`config.mk`:
```
export PLATFORM = sky130hd
export DESIGN_NAME = serial_subtractor_flat
export DESIGN_NICKNAME = d
export VERILOG_FILES = /design/src/rtl/serial_subtractor_if.sv /design/src/rtl/serial_subtractor.sv /design/src/flat_wrapper.sv
export SDC_FILE = /design/constraint.sdc
export NUM_CORES = 1
export LEC_CHECK = 0
export ABC_AREA = 1
export CAP_MARGIN = 20
export CORE_MARGIN = 2
export CORE_UTILIZATION = 46
export CTS_CLUSTER_DIAMETER = 200
export DETAILED_ROUTE_END_ITERATION = 8
export GPL_ROUTABILITY_DRIVEN = 0
export PLACE_DENSITY = 0.73
export SKIP_CTS_REPAIR_TIMING = 1
export SYNTH_ARGS = -nofsm -noshare
export SYNTH_HDL_FRONTEND = slang
export SYNTH_SLANG_ARGS = --single-unit
```
`constraint.sdc`:
```
create_clock -name clk -period 1.5 [get_ports clk]
set_input_delay 0.15 -clock clk [delete_from_list [all_inputs] [get_ports clk]]
set_output_delay 0.15 -clock clk [all_outputs]
set_load 0.05 [all_outputs]
```
`src/rtl/serial_subtractor_if.sv`:
```
// Handshake and result bundle for serial_subtractor.
// The master issues operands and start; the slave returns status and the registered result.
interface serial_subtractor_if #(
  parameter int WIDTH = 32
);
  logic             start;
  logic [WIDTH-1:0] a;
  logic [WIDTH-1:0] b;
  logic             busy;
  logic             done;
  logic [WIDTH-1:0] diff;
  logic             borrow_out;
  logic             overflow;
  logic             zero;

  modport master (
    output start, a, b,
    input  busy, done, diff, borrow_out, overflow, zero
  );

  modport slave (
    input  start, a, b,
    output busy, done, diff, borrow_out, overflow, zero
  );
endinterface

```
`src/rtl/serial_subtractor.sv`:
```
// Bit-serial a - b: one bit per cycle, LSB first, through a single full-subtractor cell.
// The result and flags are latched on the edge that enters DONE; done pulses one cycle later.
module serial_subtractor #(
  parameter int WIDTH = 32
) (
  input logic                 clk,
  input logic                 reset,
  serial_subtractor_if.slave  bus
);

  localparam int CW = $clog2(WIDTH);

  localparam logic [1:0] IDLE = 2'd0;
  localparam logic [1:0] RUN  = 2'd1;
  localparam logic [1:0] DONE = 2'd2;

  function automatic logic sub_bit(input logic x, input logic y, input logic bin);
    return x ^ y ^ bin;
  endfunction

  function automatic logic sub_borrow(input logic x, input logic y, input logic bin);
    return (~x & y) | (~(x ^ y) & bin);
  endfunction

  logic [1:0]       state_q, state_d;
  logic [WIDTH-1:0] a_q, a_d;
  logic [WIDTH-1:0] b_q, b_d;
  logic [WIDTH-1:0] res_q, res_d;
  logic [WIDTH-1:0] diff_q, diff_d;
  logic [CW-1:0]    cnt_q, cnt_d;
  logic             br_q, br_d;
  logic             a_msb_q, a_msb_d;
  logic             b_msb_q, b_msb_d;
  logic             busy_q, busy_d;
  logic             done_q, done_d;
  logic             borrow_q, borrow_d;
  logic             ovf_q, ovf_d;
  logic             zero_q, zero_d;

  logic             d_bit_s;
  logic             br_next_s;
  logic [WIDTH-1:0] res_next_s;
  logic             last_s;

  // Next-state, datapath and result-capture logic.
  always_comb begin
    state_d  = state_q;
    a_d      = a_q;
    b_d      = b_q;
    res_d    = res_q;
    diff_d   = diff_q;
    cnt_d    = cnt_q;
    br_d     = br_q;
    a_msb_d  = a_msb_q;
    b_msb_d  = b_msb_q;
    borrow_d = borrow_q;
    ovf_d    = ovf_q;
    zero_d   = zero_q;

    d_bit_s    = sub_bit(a_q[0], b_q[0], br_q);
    br_next_s  = sub_borrow(a_q[0], b_q[0], br_q);
    res_next_s = {d_bit_s, res_q[WIDTH-1:1]};
    last_s     = (cnt_q == CW'(WIDTH - 1));

    case (state_q)
      IDLE, DONE: begin
        if (bus.start) begin
          state_d = RUN;
          a_d     = bus.a;
          b_d     = bus.b;
          a_msb_d = bus.a[WIDTH-1];
          b_msb_d = bus.b[WIDTH-1];
          br_d    = 1'b0;
          cnt_d   = {CW{1'b0}};
        end else begin
          state_d = IDLE;
        end
      end
      RUN: begin
        a_d   = a_q >> 1;
        b_d   = b_q >> 1;
        res_d = res_next_s;
        br_d  = br_next_s;
        cnt_d = cnt_q + CW'(1);
        // Operand MSBs are kept aside because the shift registers have lost them by now.
        if (last_s) begin
          state_d  = DONE;
          diff_d   = res_next_s;
          borrow_d = br_next_s;
          ovf_d    = (a_msb_q != b_msb_q) && (res_next_s[WIDTH-1] != a_msb_q);
          zero_d   = ~|res_next_s;
        end else begin
          state_d = RUN;
        end
      end
      default: begin
        state_d = IDLE;
      end
    endcase

    busy_d = (state_d == RUN);
    done_d = (state_q == DONE);
  end

  // State and output registers with synchronous reset.
  always_ff @(posedge clk) begin
    if (reset) begin
      state_q  <= IDLE;
      a_q      <= {WIDTH{1'b0}};
      b_q      <= {WIDTH{1'b0}};
      res_q    <= {WIDTH{1'b0}};
      diff_q   <= {WIDTH{1'b0}};
      cnt_q    <= {CW{1'b0}};
      br_q     <= 1'b0;
      a_msb_q  <= 1'b0;
      b_msb_q  <= 1'b0;
      busy_q   <= 1'b0;
      done_q   <= 1'b0;
      borrow_q <= 1'b0;
      ovf_q    <= 1'b0;
      zero_q   <= 1'b1;
    end else begin
      state_q  <= state_d;
      a_q      <= a_d;
      b_q      <= b_d;
      res_q    <= res_d;
      diff_q   <= diff_d;
      cnt_q    <= cnt_d;
      br_q     <= br_d;
      a_msb_q  <= a_msb_d;
      b_msb_q  <= b_msb_d;
      busy_q   <= busy_d;
      done_q   <= done_d;
      borrow_q <= borrow_d;
      ovf_q    <= ovf_d;
      zero_q   <= zero_d;
    end
  end

  assign bus.busy       = busy_q;
  assign bus.done       = done_q;
  assign bus.diff       = diff_q;
  assign bus.borrow_out = borrow_q;
  assign bus.overflow   = ovf_q;
  assign bus.zero       = zero_q;

endmodule

```
`src/flat_wrapper.sv`:
```
// flat-port wrapper written by rule: the top's interface ports become plain ports
module serial_subtractor_flat 
#(
  parameter int WIDTH = 32
)
  (clk, reset, bus_start, bus_a, bus_b, bus_busy, bus_done, bus_diff, bus_borrow_out, bus_overflow, bus_zero);
  serial_subtractor_if #(.WIDTH(WIDTH)) bus_i ();
  input logic clk;
  input logic reset;
  input wire logic [$bits(bus_i.start)-1:0] bus_start;
  input wire logic [$bits(bus_i.a)-1:0] bus_a;
  input wire logic [$bits(bus_i.b)-1:0] bus_b;
  output wire logic [$bits(bus_i.busy)-1:0] bus_busy;
  output wire logic [$bits(bus_i.done)-1:0] bus_done;
  output wire logic [$bits(bus_i.diff)-1:0] bus_diff;
  output wire logic [$bits(bus_i.borrow_out)-1:0] bus_borrow_out;
  output wire logic [$bits(bus_i.overflow)-1:0] bus_overflow;
  output wire logic [$bits(bus_i.zero)-1:0] bus_zero;
  assign bus_i.start = bus_start;
  assign bus_i.a = bus_a;
  assign bus_i.b = bus_b;
  assign bus_busy = bus_i.busy;
  assign bus_done = bus_i.done;
  assign bus_diff = bus_i.diff;
  assign bus_borrow_out = bus_i.borrow_out;
  assign bus_overflow = bus_i.overflow;
  assign bus_zero = bus_i.zero;
  serial_subtractor #(.WIDTH(WIDTH)) u_core (.clk(clk), .reset(reset), .bus(bus_i));
endmodule
```
* After elaboration in Yosys (flattened, before gate mapping)
Cells that the tools add are included.
Operators by class: $add $sub $neg 1, equal/unequal tests 7, muxes and demuxes 11, bitwise gates (word level) 7, reduce and logical (&&, ||, !) cells 9
Operators by type and width (number):
- case mux 32 bit (2 select lines) | 2
- 2-to-1 mux 32 bit | 2
- OR reduction 32 bit | 1
- case mux 5 bit (2 select lines) | 1
- AND reduction 2 bit | 3
- adder 5 x 1 -> 5 bit, second input constant | 1
- equality test 5 bit, second input constant | 1
- 2-to-1 mux 5 bit | 1
- equality test 2 x 1 -> 1 bit, second input constant | 2
- case mux 2 bit (2 select lines) | 1
- AND 1 bit | 2
- equality test 2 bit, second input constant | 1
- logical NOT 2 bit | 1
- 2-to-1 mux 1 bit | 2
- 2-to-1 mux 2 bit | 1
- inequality test 1 bit | 2
- inequality test 2 bit, second input constant | 1
- NOT 1 bit | 2
- case mux 1 bit (2 select lines) | 1
- nonzero test 2 bit | 1
- OR reduction 2 bit | 1
- XOR 1 bit | 2
- logical AND 1 bit | 1
- logical NOT 1 bit | 1
- bitwise OR 1 bit | 1
Storage, ports and cells: register bits 143, input port bits 67, output and inout port bits 37, word-level logic and storage cells 49

* Logic depth before layout (Yosys ltp)
Gate-level depths: netlist (run 1).
depth in word-level cells 5, gate-level depth with buffers 9, gate-level depth less buffers 9

* Least setup slack after synthesis (run 1)
OpenSTA, ideal clock, no wires.
kind reg-to-reg, start register u_core.cnt_q[0], end register u_core.zero_q (netlist: u_core.bus.zero), arrival time 1530 ps, required time 1430 ps, slack -101 ps, cell stages (with the launch flop) 10, buffers on the path 1, clock period less this slack 1601 ps, path through dfxtp_1 > ha_1 > inv_1 > nor3_1 > ha_1 > nand3_1 > clkbuf_1 > nor2_1 > nand3_1 > o21bai_1
On the way: longest elaborated chain between the ends 2
RTL lines:
- start, declared | RTL line serial_subtractor.sv:30 | logic [CW-1:0] cnt_q, cnt_d;
- start signal, assigned | RTL line serial_subtractor.sv:113 | cnt_q <= {CW{1'b0}};
- start signal, assigned | RTL line serial_subtractor.sv:128 | cnt_q <= cnt_d;
- equality test 5 bit | RTL line serial_subtractor.sv:63 | last_s = (cnt_q == CW'(WIDTH - 1));
- AND reduction 2 bit (no line)
- end signal, assigned | RTL line serial_subtractor.sv:136 | zero_q <= zero_d;
- end, declared | RTL line serial_subtractor.sv:38 | logic zero_q, zero_d;
Every way passes these cells. A chain may end at the register's enable or synchronous reset.

* Final worst setup path (run 1)
start register u_core.cnt_q[1], end register u_core.ovf_q (netlist: u_core.bus.overflow)
On the way: longest elaborated chain between the ends 2
RTL lines:
- equality test 5 bit | RTL line serial_subtractor.sv:63
- AND reduction 2 bit (no line)
- end signal, assigned | RTL line serial_subtractor.sv:135 | ovf_q <= ovf_d;
- end, declared | RTL line serial_subtractor.sv:37 | logic ovf_q, ovf_d;
Every way passes these cells.

==> results.tsv, run 1 <==
stage	metric	value	unit
route	routed length per placed instance	13.6	um
floorplan	# rows	39	
worst_setup_path	Worst Path Required	1.80	ns
route	Vias/cell	5.26	
clock_network	total CTS buffers	17	
floorplan	Core Box Area	0.0114	mm^2
route	drt initial violations	432	
timing	post-layout min period	1.61	ns
timing	relative slew slack	69.0	%
global_route	largest net degree at the start of global routing	53	
run	total of max-cap violations	0	
global_route	antenna violations before repair	0	
logic_synthesis	area leader, netlist	dfxtp_1	
worst_setup_path	Max FO, Critical Path	6	
timing	Slew Limit Fails	0	
timing	Final setup viols	35	
route	drt pass-1 iters	5	
logic_synthesis	Cells after Synth	691	
timing	Fin Clk Skew	0.00671	ns
logic_synthesis	Unique masters post-synth	25	
floorplan	die height	112	um
layout	layout cell share with drive strength beyond 1	15.4	%
timing	Tcrit/Tclk final	107	%
worst_setup_path	WP data arrival	1.91	ns
clock_network	Clock Sink Count	142	
status	outcome	finished with violations	
logic_synthesis	top post-synthesis cells by area	dfxtp_1 53%, nand2_1 17%, a31oi_1 7.3%, a21oi_1 4.1%, o21ai_0 4.0%	
status	failing checks	negative setup slack	
placement	dpl hpwl	8.24	mm
clock_network	Worst-Skew Late Latency	0.41	ns
power_and_ir_drop	pwr dens	1280	mW/mm^2
logic_synthesis	#FFs+latches synth	142	
timing	Final Worst Setup Slack	-0.108	ns
floorplan	die width	112	um
global_route	total congestion overflow	0	
clock_network	clk root buf	clkbuf_16	
layout	FILL cells	970	
timing	fmax	622	MHz
logic_synthesis	Post-Syn Nets	761	
layout	area grow syn2layout	36.2	%
global_route	total track usage	20.2	%
clock_network	CTS tree	done	
logic_synthesis	post-synthesis sequential area ratio	53.2	%
placement	I/O Buffers	103	
worst_hold_path	Hold Crit Class	in -> reg	
clock_network	clock-pin slew on the worst setup and hold paths	0.06	ns
logic_synthesis	Synth Warn #	0	
layout	area of the multi-input gates	0.00226	mm^2
timing	Setup TNS	-2.37	ns
worst_setup_path	Crit. End Element	flop	
logic_synthesis	Mapped Area	0.00534	mm^2
route	residual DRC count	0	
floorplan	num ports	104	
global_route	vias in the first global route	4581	
power_and_ir_drop	total power	9.30	mW
layout	ANT cells	0	
logic_synthesis	Yosys top cell area share	53.2	%
route	vias	4995	
logic_synthesis	syn avg cell area	7.73	um^2
global_route	first-pass GRT wire length	20.9	mm
layout	commonest non-fill, non-tap cell in the layout	nand2_1	
layout	final layout net count	863	
route	final WL	12.9	mm
floorplan	initial core utilization	47.0	%
timing	Worst-Margin Slew	0.465	ns
power_and_ir_drop	Lkg Pwr	2.76	nW
power_and_ir_drop	Worst VDD drop	689	uV
layout	final instance area	0.00728	mm^2
clock_network	H-Tree Depth	4	
worst_setup_path	CP startpoint kind	flop	
placement	placement-stage cell area	0.00650	mm^2
layout	register area	0.00285	mm^2
clock_network	clock buffer depth	2	
worst_setup_path	WS Path Type	reg -> reg	
floorplan	Die ar.	0.0125	mm^2
timing	RSZ-0062 raised after global routing	true	
route	Detail Route Antenna Nets	0	
layout	commonest non-fill, non-tap cells in the layout	233 x nand2_1, 140 x dfxtp_1, 65 x clkdlybuf4s50_1, 62 x a31oi_1, 53 x buf_4	
timing	Hold Vio Cnt, Final	0	
## cells in the mapped netlist
master,n
nand2_1,235
dfxtp_1,142
a31oi_1,62
a21oi_1,44
o21ai_0,43
nor2_1,39
inv_1,27
buf_2,24
nand3_1,22
clkbuf_1,17
a211oi_1,11
inv_2,4
nor3_1,4
buf_1,3
buf_6,2
ha_1,2
nand2_2,2
clkbuf_2,1
clkinv_1,1
fa_1,1
nand3b_1,1
o211ai_1,1
o21a_1,1
o21bai_1,1
o22ai_1,1
## layer usage
layer	global-route usage [%]	routed length, um	vias up
met5	0	0	-
met4	6.26	149	0
met3	5.23	689	14
met2	33.8	6340	179
met1	25.6	5720	2303
li1	-	-	2499
## logic make-up (layout without fill, tap and decap cells)
logic type	count (synthesis)	after routing	share of synthesized area, %
and+or+nand+nor	303	303	22.1
buffers and inverters	79	194	6.42
AOI/OAI and AO/OA	164	164	17.5
adders and majority gates	3	3	0.843
DFF	142	142	53.2
## through the flow
stage / worst slack [ns] / util (%) / instances / hold WS, ns
final: -0.108 / 64.0 / 949 / 0.219
after detailed placement: -0.129 / 57.2 / 913 / 0.457
after global routing: -0.241 / 64.0 / 949 / 0.234
after floorplan: 0.0242 / - / 691 / 0.315
after global placement: 0.0101 / 57.2 / 913 / 0.449
after CTS: -0.140 / 62.5 / 945 / 0.228
## critical path, stage by stage (launching register included)
cell and delay, ns:
dfxtp_2 0.35, ha_4 0.15, inv_4 0.04, nor3_4 0.15, ha_2 0.22, nand3_4 0.15, inv_6 0.13, buf_6 0.11
nand3_2 0.05, o211ai_1 0.08, inv_1 0.06
## final timing paths
check,startpoint,endpoint,slack [ns],cells past startpoint
max,u_core.cnt_q[1],u_core.bus.overflow,-0.11,10
min,reset,u_core.state_q[1],0.22,4
max reg2reg,u_core.cnt_q[1],u_core.bus.overflow,-0.11,10
min reg2reg,u_core.bus.diff[9],u_core.bus.diff[9],0.46,2
## flip-flops by register name (all words and copies together), names as in the netlist, 2 cells and up
register,count
u_core.a_q,32
u_core.b_q,32
u_core.bus.diff,32
u_core.cnt_q,5
u_core.res_q,31
u_core.state_q,2
## cell type report
cell class | instances | area share [%]
clock buffers | 18 | 6.04
clock inverters | 14 | 2.29
inverters | 32 | 1.75
multi-input cells | 470 | 31.1
flip-flops and latches | 142 | 39.1
well taps | 143 | 2.46
repair buffers | 130 | 17.3
## power by group
group	switching, mW	internal (mW)	leakage [nW]
Combinational	0.507	0.412	1.31
Clock	1.61	2.66	0.288
Sequential	0.127	3.98	1.16
Note: power is estimated with default switching activity, not from simulation.
==> inputs of run 2 (changes only) <==
Settings changed: ABC_AREA 1 to unset, CTS_CLUSTER_DIAMETER 200 to unset.
==> run 2 against run 1 <==
- the run still ends with negative setup slack left
- count of clock-buffer cells in the layout up 5
- die area shrank 0.70%
- setup slack gained 0.079 ns
- non-clock buffer count increased by 8
- total power is 2.3% lower
- sequential power shrank 3%
==> results.tsv, run 2 <==
stage	metric	value	unit
clock_network	clk root buf	clkbuf_16	
worst_hold_path	Hold Startpoint	reset	
placement	placed insts	855	
layout	layout cell share with drive strength beyond 1	18.0	%
layout	ANT cells	0	
global_route	antenna violations before repair	0	
floorplan	num ports	104	
worst_setup_path	Worst Path Required	1.83	ns
status	outcome	finished with violations	
floorplan	Core Box Area	0.0113	mm^2
logic_synthesis	Unique masters post-synth	29	
timing	Slew Limit Fails	0	
clock_network	CTS tree	done	
timing	final hold slack	0.246	ns
logic_synthesis	Top FF cell, synth	dfxtp_1	
route	vias	4807	
timing	Tcrit/Tclk final	102	%
route	residual DRC count	0	
layout	FILL cells	919	
logic_synthesis	most common library cells after synthesis	196 x nand2_1, 142 x dfxtp_1, 133 x a21oi_1	
floorplan	die height	111	um
logic_synthesis	Synth Warn #	0	
timing	Worst-Margin Slew	0.646	ns
placement	dpl hpwl	8.12	mm
logic_synthesis	Mapped Area	0.00531	mm^2
logic_synthesis	syn avg cell area	8.34	um^2
layout	commonest non-fill, non-tap cell in the layout	nand2_1	
global_route	vias in the first global route	4305	
worst_setup_path	Crit. End Element	flop	
logic_synthesis	#FFs+latches synth	142	
global_route	total track usage	19.6	%
timing	relative slew slack	56.9	%
timing	RSZ-0062 raised after global routing	true	
route	drt pass-1 iters	5	
layout	final layout net count	811	
worst_setup_path	WS Path Type	reg -> reg	
worst_setup_path	r2r worst-path depth	7	
route	drt initial violations	351	
clock_network	Clock Sink Count	142	
layout	Post-Layout Cell Count	897	
worst_setup_path	cell repeated most along the worst path	ha_4	
worst_setup_path	WP data arrival	1.86	ns
timing	fmax	654	MHz
timing	Fin Clk Skew	0.0156	ns
timing	Hold Vio Cnt, Final	0	
worst_setup_path	R2R Setup Slk	-0.03	ns
logic_synthesis	Cells after Synth	636	
worst_setup_path	CP startpoint kind	flop	
clock_network	clock buffer depth	2	
status	failing checks	negative setup slack	
worst_setup_path	reg2reg start	u_core.cnt_q[1]	
clock_network	clock-pin slew on the worst setup and hold paths	0.06	ns
floorplan	die width	111	um
logic_synthesis	Yosys top cell area share	53.6	%
logic_synthesis	EDFF count, synth	0	
logic_synthesis	area leader, netlist	dfxtp_1	
logic_synthesis	ys async rst share	0	%
layout	area grow syn2layout	38.8	%
power_and_ir_drop	Lkg Pwr	2.72	nW
route	final WL	13.0	mm
route	Vias/cell	5.36	
worst_hold_path	Hold Path End	u_core.bus.diff[17]	
floorplan	# rows	39	
floorplan	Die ar.	0.0124	mm^2
timing	Final Worst Setup Slack	-0.0282	ns
power_and_ir_drop	Worst VDD drop	948	uV
logic_synthesis	top post-synthesis cells by area	dfxtp_1 54%, nand2_1 14%, a21oi_1 13%, a22oi_1 9.1%, buf_2 1.9%	
worst_setup_path	crit-path max cell delay	0.36	ns
route	routed length per placed instance	14.5	um
route	Detail Route Antenna Nets	0	
worst_hold_path	Hold Path Depth	2	
logic_synthesis	Post-Syn Nets	706	
global_route	largest net degree at the start of global routing	54	
timing	Setup TNS	-0.162	ns
logic_synthesis	post-synthesis sequential area ratio	53.6	%
floorplan	initial core utilization	46.9	%
layout	utilization after layout	65.0	%
clock_network	H-Tree Depth	4	
worst_setup_path	Max FO, Critical Path	7	
clock_network	Worst-Skew Late Latency	0.41	ns
logic_synthesis	top-count cell post-synth	nand2_1	
worst_setup_path	critical path's slowest cell	dfxtp_2	
placement	I/O Buffers	103	
timing	Final setup viols	18	
global_route	first-pass GRT wire length	20.1	mm
run	total of max-cap violations	0	
worst_setup_path	worst reg2reg endpoint	u_core.bus.diff[21]	
power_and_ir_drop	pwr dens	1230	mW/mm^2
worst_hold_path	Hold Crit Class	in -> reg	
clock_network	total CTS buffers	17	
worst_setup_path	critical-path cell list	ha_4 > and3_4 > ha_4 > and2_4 > clkbuf_16 > nand2_1 > a21oi_2	
timing	post-layout min period	1.53	ns
global_route	total congestion overflow	0	
layout	commonest non-fill, non-tap cells in the layout	191 x nand2_1, 138 x dfxtp_1, 123 x a21oi_1, 65 x clkdlybuf4s50_1, 64 x a22oi_1	
run 2: cell count changes in the layout (fill, tap and decap cells not counted), sizes merged, moves of 6 or more:
cell	change
a211oi	-9
a21oi	+89
a22oi	+64
a31oi	-62
buf	+7
clkbuf	+6
inv	-31
nand2	-40
nand3	-22
nor2	-21
nor4	+8
o21ai	-42
run 2: kinds of logic (layout without fill, tap and decap cells):
group | count (synthesis) | in the layout | share of synthesized area, %
DFF | 142 | 142 | 53.6
muxes | 1 | 1 | 0.212
AOI/OAI and AO/OA | 201 | 201 | 22.1
buffers and inverters | 54 | 172 | 5.28
and+or+nand+nor | 235 | 235 | 17.9
adders and majority gates | 3 | 3 | 0.849
run 2: worst max-delay path by stage:
stage                                 end  slack [ns]             from  depth (start not counted)
detailed placement  u_core.bus.borrow_out       -0.08  u_core.cnt_q[1]                          7
finish                u_core.bus.diff[21]       -0.03  u_core.cnt_q[1]                          7
global route           u_core.bus.diff[9]       -0.08  u_core.cnt_q[0]                          7
CTS                   u_core.bus.diff[12]       -0.11  u_core.cnt_q[1]                          7
global placement          u_core.bus.zero      -0.008      u_core.br_q                          5
floorplan             u_core.bus.diff[31]        0.01  u_core.cnt_q[0]                          8
run 2: layout make-up:
class	instances	area, um^2	share of cell area, %
inverter	2	7.51	0.102
multi-input combinational	440	2310	31.3
clock inverter	9	134	1.82
sequential	142	2850	38.7
tap	143	179	2.43
timing repair buffer	138	1410	19.1
clock buffer	23	478	6.49
run 2: routing by layer:
metal	GRT usage, %	wire length [um]
met1	25.1	5680
met4	5.43	128
met3	5.99	721
met5	0	0
met2	32.3	6460
run 2: metrics by stage:
step | power [mW] | cell area [um^2] | setup WS (ns)
final | 9.09 | 7360 | -0.0282
after global routing | 9.43 | 7360 | -0.0835
after CTS | 9.09 | 7090 | -0.105
after detailed placement | 4.86 | 6480 | -0.0751
after global placement | 4.83 | 6480 | -0.00843
after floorplan | 4.50 | 5320 | 0.0137
run 2: worst max-delay path: cells and delay by family, from the launching register on:
| kind | cells | cell delay (ns) |
|---|---|---|
| adder cells (fa/ha/maj) | 2 | 0.30 |
| buffers and inverters | 1 | 0.18 |
| AND/OR/NAND/NOR | 3 | 0.49 |
| AO/OA/AOI/OAI | 1 | 0.11 |
| flip-flops | 1 | 0.36 |
run 2: report_power, final:
| group | total, mW | internal [mW] | switching [mW] |
|---|---|---|---|
| clock | 4.25 | 2.75 | 1.51 |
| combinational | 0.840 | 0.413 | 0.427 |
| sequential | 3.99 | 3.91 | 0.0791 |
| total | 9.09 | 7.07 | 2.01 |
